===== config.mk =====
export PLATFORM = sky130hd
export DESIGN_NAME = mux_scan_seq
export DESIGN_NICKNAME = d
export VERILOG_FILES = /design/src/rtl/mux_scan_seq.sv
export SDC_FILE = /design/constraint.sdc
export NUM_CORES = 1
export LEC_CHECK = 0
export CAP_MARGIN = 25
export CELL_PAD_IN_SITES_DETAIL_PLACEMENT = 2
export CELL_PAD_IN_SITES_GLOBAL_PLACEMENT = 2
export CORE_MARGIN = 2
export CORE_UTILIZATION = 35
export CTS_BUF_LIST = sky130_fd_sc_hd__clkbuf_8
export CTS_CLUSTER_SIZE = 8
export DETAILED_ROUTE_END_ITERATION = 8
export PLACE_DENSITY_LB_ADDON = 0.1
export SLEW_MARGIN = 20
export SYNTH_ARGS = -nofsm -noshare
export SYNTH_HDL_FRONTEND = slang
export SYNTH_SLANG_ARGS = --single-unit

===== constraint.sdc =====
create_clock -name clk -period 2.4 [get_ports clk]
set_input_delay 0.48 -clock clk [delete_from_list [all_inputs] [get_ports clk]]
set_output_delay 0.48 -clock clk [all_outputs]
set_load 0.01 [all_outputs]

===== src/rtl/mux_scan_seq.sv =====
// mux_scan_seq: steps S over channels 0..3 of a downstream mux/encoder,
// waits SETTLE extra cycles per channel, captures F into a shadow result,
// and publishes {F3,F2,F1,F0}, the largest F and its channel on completion.
// Ports: clk, rst_n (sync, active-low), start, abort, cont, F[2:0] in;
//        S[1:0], busy, done, res[11:0], max_f[2:0], max_ch[1:0] out.
module mux_scan_seq #(
  parameter int unsigned SETTLE = 1
) (
  input  logic        clk,
  input  logic        rst_n,
  input  logic        start,
  input  logic        abort,
  input  logic        cont,
  input  logic [2:0]  F,
  output logic [1:0]  S,
  output logic        busy,
  output logic        done,
  output logic [11:0] res,
  output logic [2:0]  max_f,
  output logic [1:0]  max_ch
);

  typedef enum logic [1:0] {
    IDLE,
    WAIT,
    DONE
  } state_t;

  localparam logic [3:0] SET = 4'(SETTLE);

  state_t      state, state_n;
  logic [3:0]  cnt, cnt_n;
  logic [1:0]  s_n;
  logic        busy_n, done_n;
  logic [11:0] res_n;
  logic [2:0]  max_f_n;
  logic [1:0]  max_ch_n;
  logic [11:0] sh_res, sh_res_n;
  logic [2:0]  sh_max, sh_max_n;
  logic [1:0]  sh_ch, sh_ch_n;

  always_ff @(posedge clk) begin
    if (!rst_n) begin
      state  <= IDLE;
      cnt    <= '0;
      S      <= '0;
      busy   <= 1'b0;
      done   <= 1'b0;
      res    <= '0;
      max_f  <= '0;
      max_ch <= '0;
      sh_res <= '0;
      sh_max <= '0;
      sh_ch  <= '0;
    end else begin
      state  <= state_n;
      cnt    <= cnt_n;
      S      <= s_n;
      busy   <= busy_n;
      done   <= done_n;
      res    <= res_n;
      max_f  <= max_f_n;
      max_ch <= max_ch_n;
      sh_res <= sh_res_n;
      sh_max <= sh_max_n;
      sh_ch  <= sh_ch_n;
    end
  end

  always_comb begin
    state_n  = state;
    cnt_n    = cnt;
    s_n      = S;
    res_n    = res;
    max_f_n  = max_f;
    max_ch_n = max_ch;
    sh_res_n = sh_res;
    sh_max_n = sh_max;
    sh_ch_n  = sh_ch;
    unique case (state)
      IDLE: begin
        s_n   = '0;
        cnt_n = '0;
        if (start && !abort)
          state_n = WAIT;
      end
      WAIT: begin
        if (abort) begin
          state_n = IDLE;
          s_n     = '0;
          cnt_n   = '0;
        end else if (cnt == SET) begin
          cnt_n = '0;
          sh_res_n[32'(S) * 3 +: 3] = F;
          // channel 0 seeds the max; strict compare keeps
          // the lowest channel on ties
          if (S == 2'd0) begin
            sh_max_n = F;
            sh_ch_n  = 2'd0;
          end else if (F > sh_max) begin
            sh_max_n = F;
            sh_ch_n  = S;
          end
          if (S == 2'd3) begin
            state_n  = DONE;
            res_n    = sh_res_n;
            max_f_n  = sh_max_n;
            max_ch_n = sh_ch_n;
          end else begin
            s_n = S + 2'd1;
          end
        end else begin
          cnt_n = cnt + 4'd1;
        end
      end
      DONE: begin
        s_n   = '0;
        cnt_n = '0;
        if (cont && !abort)
          state_n = WAIT;
        else
          state_n = IDLE;
      end
      default: begin
        state_n = IDLE;
        s_n     = '0;
        cnt_n   = '0;
      end
    endcase
    busy_n = (state_n != IDLE);
    done_n = (state_n == DONE);
  end

endmodule


==> flow_summary.json, run 1 <==
{
  "status": "finished clean",
  "synth_cell_types": 33,
  "rr_endpoint": "max_f[0]$_SDFFE_PN0P_",
  "cts_resized": 0,
  "cpMaxStageDelayCell": "clkdlybuf4s50_1",
  "drv_cap": 0,
  "overflow": 0,
  "fin_setup_tns_ns": 0,
  "slew_violations": 0,
  "clk_latency_ns": 0.29,
  "totalWireLength_um": 5290,
  "drc": 0,
  "min_period_ns": 1.92,
  "final_area_um2": 2550,
  "fin_crit_sh_pct": 80.2,
  "rows": 28,
  "rsz0062_at_grt": "false",
  "cts.sinks": 44,
  "hold-path-endpoint": "cnt[0]$_SDFF_PP0_",
  "slew_headroom_pct": 70.4,
  "hold_viol": 0,
  "hold_buffers": 0,
  "path_cells": "clkdlybuf4s50_1 -> ha_1 -> nor2_1 -> a31oi_1 -> a21oi_2 -> mux2i_1 -> a21oi_1",
  "max-vdd-ir-drop_mv": 0.239,
  "cts_htree_levels": 2,
  "ff_latch_area_um2": 881,
  "ys_ff_latch": 44,
  "synth_sequential_area_ratio_pct": 42.5,
  "setup_viol": 0,
  "netlist_area_um2": 2070,
  "tightest_slew_ns": 0.441,
  "yosys.area.top_type": "dfxtp_1",
  "end_kind": "flip-flop",
  "path_delay_family": "compound AO/OA/AOI/OAI gates",
  "hold_depth": 1,
  "cts_tree": "yes",
  "grt_pass1_vias": 1822,
  "vias": 1711,
  "num-fill-cells": 669,
  "grt_use_total_pct": 17.4,
  "area_growth_syn_to_layout_pct": 22.7,
  "die_x_um": 81.0,
  "gp_congestion": 0.708,
  "antenna_found_initial": 0,
  "path_depth": 7,
  "design.core.area_um2": 5820,
  "dr.pass1.iters": 4,
  "hold_path_class": "flip-flop to flip-flop",
  "clk_pin_slew_worst_paths_ns": 0.08,
  "async_flop_share_pct": 0,
  "setup.worst_path.class": "input pin to flip-flop",
  "postPlaceCellArea_um2": 2470,
  "antenna-diode-count": 0,
  "synth_flop_cell": "dfxtp_1",
  "initialDrtViolationCount": 39,
  "synth_edf_count": 0,
  "postSynthNetCount": 243,
  "layout_commonest_cell": "dfxtp_1",
  "ant_nets": 0,
  "min_from": "cnt[0]$_SDFF_PP0_",
  "grt_pass1_wl_um": 8660,
  "critPathArrivalTime_ns": 2.11,
  "reg2reg_from": "sh_max[2]$_SDFFE_PN0P_",
  "start_kind": "input pin",
  "post_cts_buffers": 0,
  "whs_ns": 0.471,
  "drive_gt1_share_pct": 9.30,
  "skew_ns": 0.00814,
  "cp.required_ns": 2.58,
  "r2r_cells": 7,
  "io_buffer_count": 28,
  "reg2reg_setup_slack_ns": 0.65,
  "p_per_area_nw_per_um2": 489,
  "yosys_warnings": 0,
  "avgSynthCellArea_um2": 9.26,
  "dieArea_um2": 6560,
  "final_cell_mix": "dfxtp_1, nand2_1, clkdlybuf4s50_1",
  "fmax_mhz": 520,
  "cts_made_buffers": 5,
  "leakagePower_uw": 0.00118,
  "crit_fanout": 4,
  "clock-root-buffer": "clkbuf_8",
  "cp_num_buf_inv": 1,
  "multi_input_area_um2": 1080,
  "top_level_ports": 29,
  "clockBufferDepth": 2,
  "grt_max_degree": 32,
  "drt-wirelength-per-cell_um": 15.9,
  "fin_nets": 277,
  "synth_top_area_share_pct": 42.5,
  "synthCells": 224,
  "synth_area_leaders": "dfxtp_1, o211a_1, nand2_1",
  "place_hpwl_um": 3880,
  "start_util_pct": 35.7,
  "slowest_delay_ns": 0.43,
  "viasPerCell": 5.14,
  "die_h_um": 81.0
}
==> worst register-to-register path, cell delays in order (launching register included) <==
cell,delay (ns)
dfxtp_1,0.41
inv_1,0.06
ha_1,0.30
nor2_1,0.13
a31oi_1,0.08
a21oi_2,0.35
mux2i_1,0.24
a21oi_1,0.08
==> synth_stat cells, types with 2 or more instances <==
master     n
mux2i_1   10
clkbuf_1   4
nor3_1     2
o22ai_1    4
nor2_1    13
buf_8      2
buf_4      3
nor2b_1   17
nand2_1   37
o21ai_0    8
dfxtp_1   44
a21oi_1   12
o211a_1   20
a31oi_1    5
xnor2_1    2
nand3_1    4
ha_1      11
a41oi_1    3
inv_1      9
==> logic make-up (layout without fill, tap and decap cells) <==
group,after synthesis,count (layout),share of synthesized area [%]
adder cells (fa/ha/maj),11,11,6.63
buffers and inverters,20,54,5.31
XOR/XNOR,3,3,1.27
multiplexers,10,10,4.83
AND/OR/NAND/NOR,83,83,20.6
AO/OA/AOI/OAI,53,53,18.9
flip-flops,44,44,42.5
==> per-stage QoR <==
step	cells	util (%)	worst slack, ns	total power [uW]
final	333	43.8	0.476	1240
after global routing	333	43.8	0.270	1300
after CTS	333	43.8	0.456	1260
after detailed placement	326	42.4	0.166	820
after global placement	326	42.4	0.220	819
after floorplan	224	-	0.654	784
==> metal layers <==
metal / wire length, um / GRT usage (%) / vias to the layer above
li1: - / - / 842
met1: 2450 / 20.5 / 842
met2: 2670 / 32.1 / 22
met3: 121 / 3.78 / 5
met4: 51 / 4.07 / 0
met5: 0 / 0 / -
==> worst max-delay path by stage <==
stage                                 start  slack, ns                     end
final                                  F[2]       0.48   max_f[0]$_SDFFE_PN0P_
after CTS                              F[0]       0.46  sh_max[2]$_SDFFE_PN0P_
after detailed placement               F[2]       0.17   max_f[1]$_SDFFE_PN0P_
after global placement                 F[0]       0.22  sh_max[1]$_SDFFE_PN0P_
after floorplan           S[0]$_SDFFE_PP0P_       0.65     res[0]$_SDFFE_PN0P_
after global routing                   F[1]       0.27  sh_max[2]$_SDFFE_PN0P_
==> layout make-up <==
cell class,instances,area share [%]
flip-flops and latches,44,34.6
clock inverters,2,0.344
repair buffers,37,14.6
clock buffers,5,2.70
multi-input cells,160,42.6
inverters,10,1.47
well taps,75,3.69
==> registers in the layout, summed over array words and instances (netlist names) <==
name    count
S           2
busy        1
cnt         4
done        1
max_ch      2
max_f       3
res        12
sh_ch       2
sh_max      3
sh_res     12
state       2
==> report_power, final <==
group          switching [uW]  internal [uW]  total, uW
Sequential               1.39            732        733
Combinational            38.3           30.2       68.5
Clock                     249            194        443
Total                     288            956       1240
No activity file was read; power rests on OpenSTA's default activity.
==> run 2, diff against run 1 <==
--- a/config.mk
+++ b/config.mk
@@ -9,7 +9,7 @@
 export CELL_PAD_IN_SITES_DETAIL_PLACEMENT = 2
 export CELL_PAD_IN_SITES_GLOBAL_PLACEMENT = 2
 export CORE_MARGIN = 2
-export CORE_UTILIZATION = 35
+export CORE_UTILIZATION = 31
 export CTS_BUF_LIST = sky130_fd_sc_hd__clkbuf_8
 export CTS_CLUSTER_SIZE = 8
 export DETAILED_ROUTE_END_ITERATION = 8
==> constraint.sdc (replaced) <==
create_clock -name clk -period 1.65 [get_ports clk]
set_input_delay 0.33 -clock clk [delete_from_list [all_inputs] [get_ports clk]]
set_output_delay 0.33 -clock clk [all_outputs]
set_load 0.01 [all_outputs]
==> flow_summary.json, run 2 (synthesis gave the netlist of run 1 again) <==
{
  "status": "finished clean",
  "fin_nets": 297,
  "grtUsageMet1_pct": 21.1,
  "slew_violations": 0,
  "dr.pass1.iters": 4,
  "ff_latch_area_um2": 888,
  "max-vdd-ir-drop_mv": 0.426,
  "reg_top3": "res x12, sh_res x12, cnt x4",
  "fin_crit_sh_pct": 96.5,
  "initialDrtViolationCount": 42,
  "cts_tree": "yes",
  "totalWireLength_um": 6280,
  "dp_cells": 343,
  "final_util_pct": 46.1,
  "grt_max_degree": 26,
  "layout_commonest_cell": "dfxtp_1",
  "tightest_slew_ns": 0.352,
  "num-fill-cells": 691,
  "setup_viol": 0,
  "final_cell_mix": "dfxtp_1, nand2_1, clkdlybuf4s50_1, buf_4, o211a_1",
  "slew_headroom_pct": 76.5,
  "fmax_mhz": 628,
  "start_kind": "flip-flop",
  "top_level_ports": 29,
  "io_buffer_count": 28,
  "grt_use_total_pct": 16.6,
  "skew_ns": 0.00519,
  "hold_buffers": 0,
  "die_h_um": 85.8,
  "clockBufferDepth": 2,
  "grt_use_met3_pct": 2.79,
  "viasPerCell": 5.07,
  "drt-wirelength-per-cell_um": 17.6,
  "antenna_found_initial": 0,
  "antenna-diode-count": 0,
  "setup.worst_path.class": "flip-flop to flip-flop",
  "cts_htree_levels": 2,
  "drive_gt1_share_pct": 25.1,
  "grt_pass1_wl_um": 9620,
  "min_period_ns": 1.59,
  "hold_viol": 0,
  "dieArea_um2": 7360,
  "p_per_area_nw_per_um2": 685,
  "place_hpwl_um": 4220,
  "ant_nets": 0,
  "cts.sinks": 44,
  "fin_setup_tns_ns": 0,
  "area_growth_syn_to_layout_pct": 42.7,
  "gp_congestion": 0.732,
  "drv_cap": 0,
  "vias": 1804,
  "cp.required_ns": 1.85,
  "rows": 29,
  "crit_fanout": 7,
  "critPathArrivalTime_ns": 1.79,
  "cts_made_buffers": 5,
  "design.core.area_um2": 6420,
  "grt_pass1_vias": 1929,
  "hold_path_class": "flip-flop to flip-flop",
  "drc": 0,
  "use_met2_pct": 29.2,
  "overflow": 0,
  "leakagePower_uw": 0.00134,
  "multi_input_area_um2": 1250,
  "instances_no_fill": 356,
  "grt_busiest_layer": "met2",
  "clock-root-buffer": "clkbuf_8",
  "clk_latency_ns": 0.30,
  "die_x_um": 85.8,
  "start_util_pct": 32.3,
  "clk_pin_slew_worst_paths_ns": 0.09,
  "end_kind": "flip-flop"
}
-- run 2: report_power, final --
part	total, uW	internal, uW	switching, uW	leakage [uW]
Combinational	124	57.7	66.7	0.000934
Sequential	1070	1060	2.29	0.000357
Clock	839	448	390	0.0000541
Total	2030	1570	459	0.00134
-- run 2: path summary, 6_finish.rpt --
check	from	endpoint	slack, ns	cells after the start
max	cnt[1]$_SDFF_PP0_	res[9]$_SDFFE_PN0P_	0.06	8
min	sh_ch[0]$_SDFFE_PN0P_	sh_ch[0]$_SDFFE_PN0P_	0.50	2
max reg2reg	cnt[1]$_SDFF_PP0_	res[9]$_SDFFE_PN0P_	0.06	8
min reg2reg	sh_ch[0]$_SDFFE_PN0P_	sh_ch[0]$_SDFFE_PN0P_	0.50	2
-- run 2: per-stage QoR --
step,cell area [um^2],setup WS (ns),hold WS [ns],power (uW)
floorplan,2080,0.0113,0.433,1140
finish,2960,0.0574,0.499,2030
global placement,2600,-0.419,0.463,1200
global route,2960,-0.0437,0.514,2120
detailed placement,2600,-0.463,0.479,1200
CTS,2790,0.00283,0.492,2060
-- run 2: final cells by class --
class / count / area share [%]
tap: 77 / 3.25
clock inverter: 3 / 1.44
inverter: 10 / 1.39
sequential: 44 / 30.0
timing repair buffer: 57 / 19.2
multi-input combinational: 160 / 42.4
clock buffer: 5 / 2.32
-- run 2: timing repair --
item,CTS,global route
pin swaps,5,7
gates cloned,0,2
setup endpoints to repair,20,29
resized for setup,18,26
buffers inserted,1,2
endpoints found under the hold margin,0,0
-- run 2: critical path, cell delays in order (launching register included) --
cell     delay [ns]
dfxtp_2        0.34
inv_2          0.06
ha_4           0.13
nor3b_4        0.25
nand2_4        0.12
nor2_8         0.19
buf_12         0.16
mux2i_1        0.18
nor2b_1        0.06
-- run 2: layer usage --
metal / vias up / routed length, um
met3: 5 / 112
met4: 0 / 52
met5: - / 0
met1: 901 / 2950
li1: 881 / -
met2: 17 / 3170
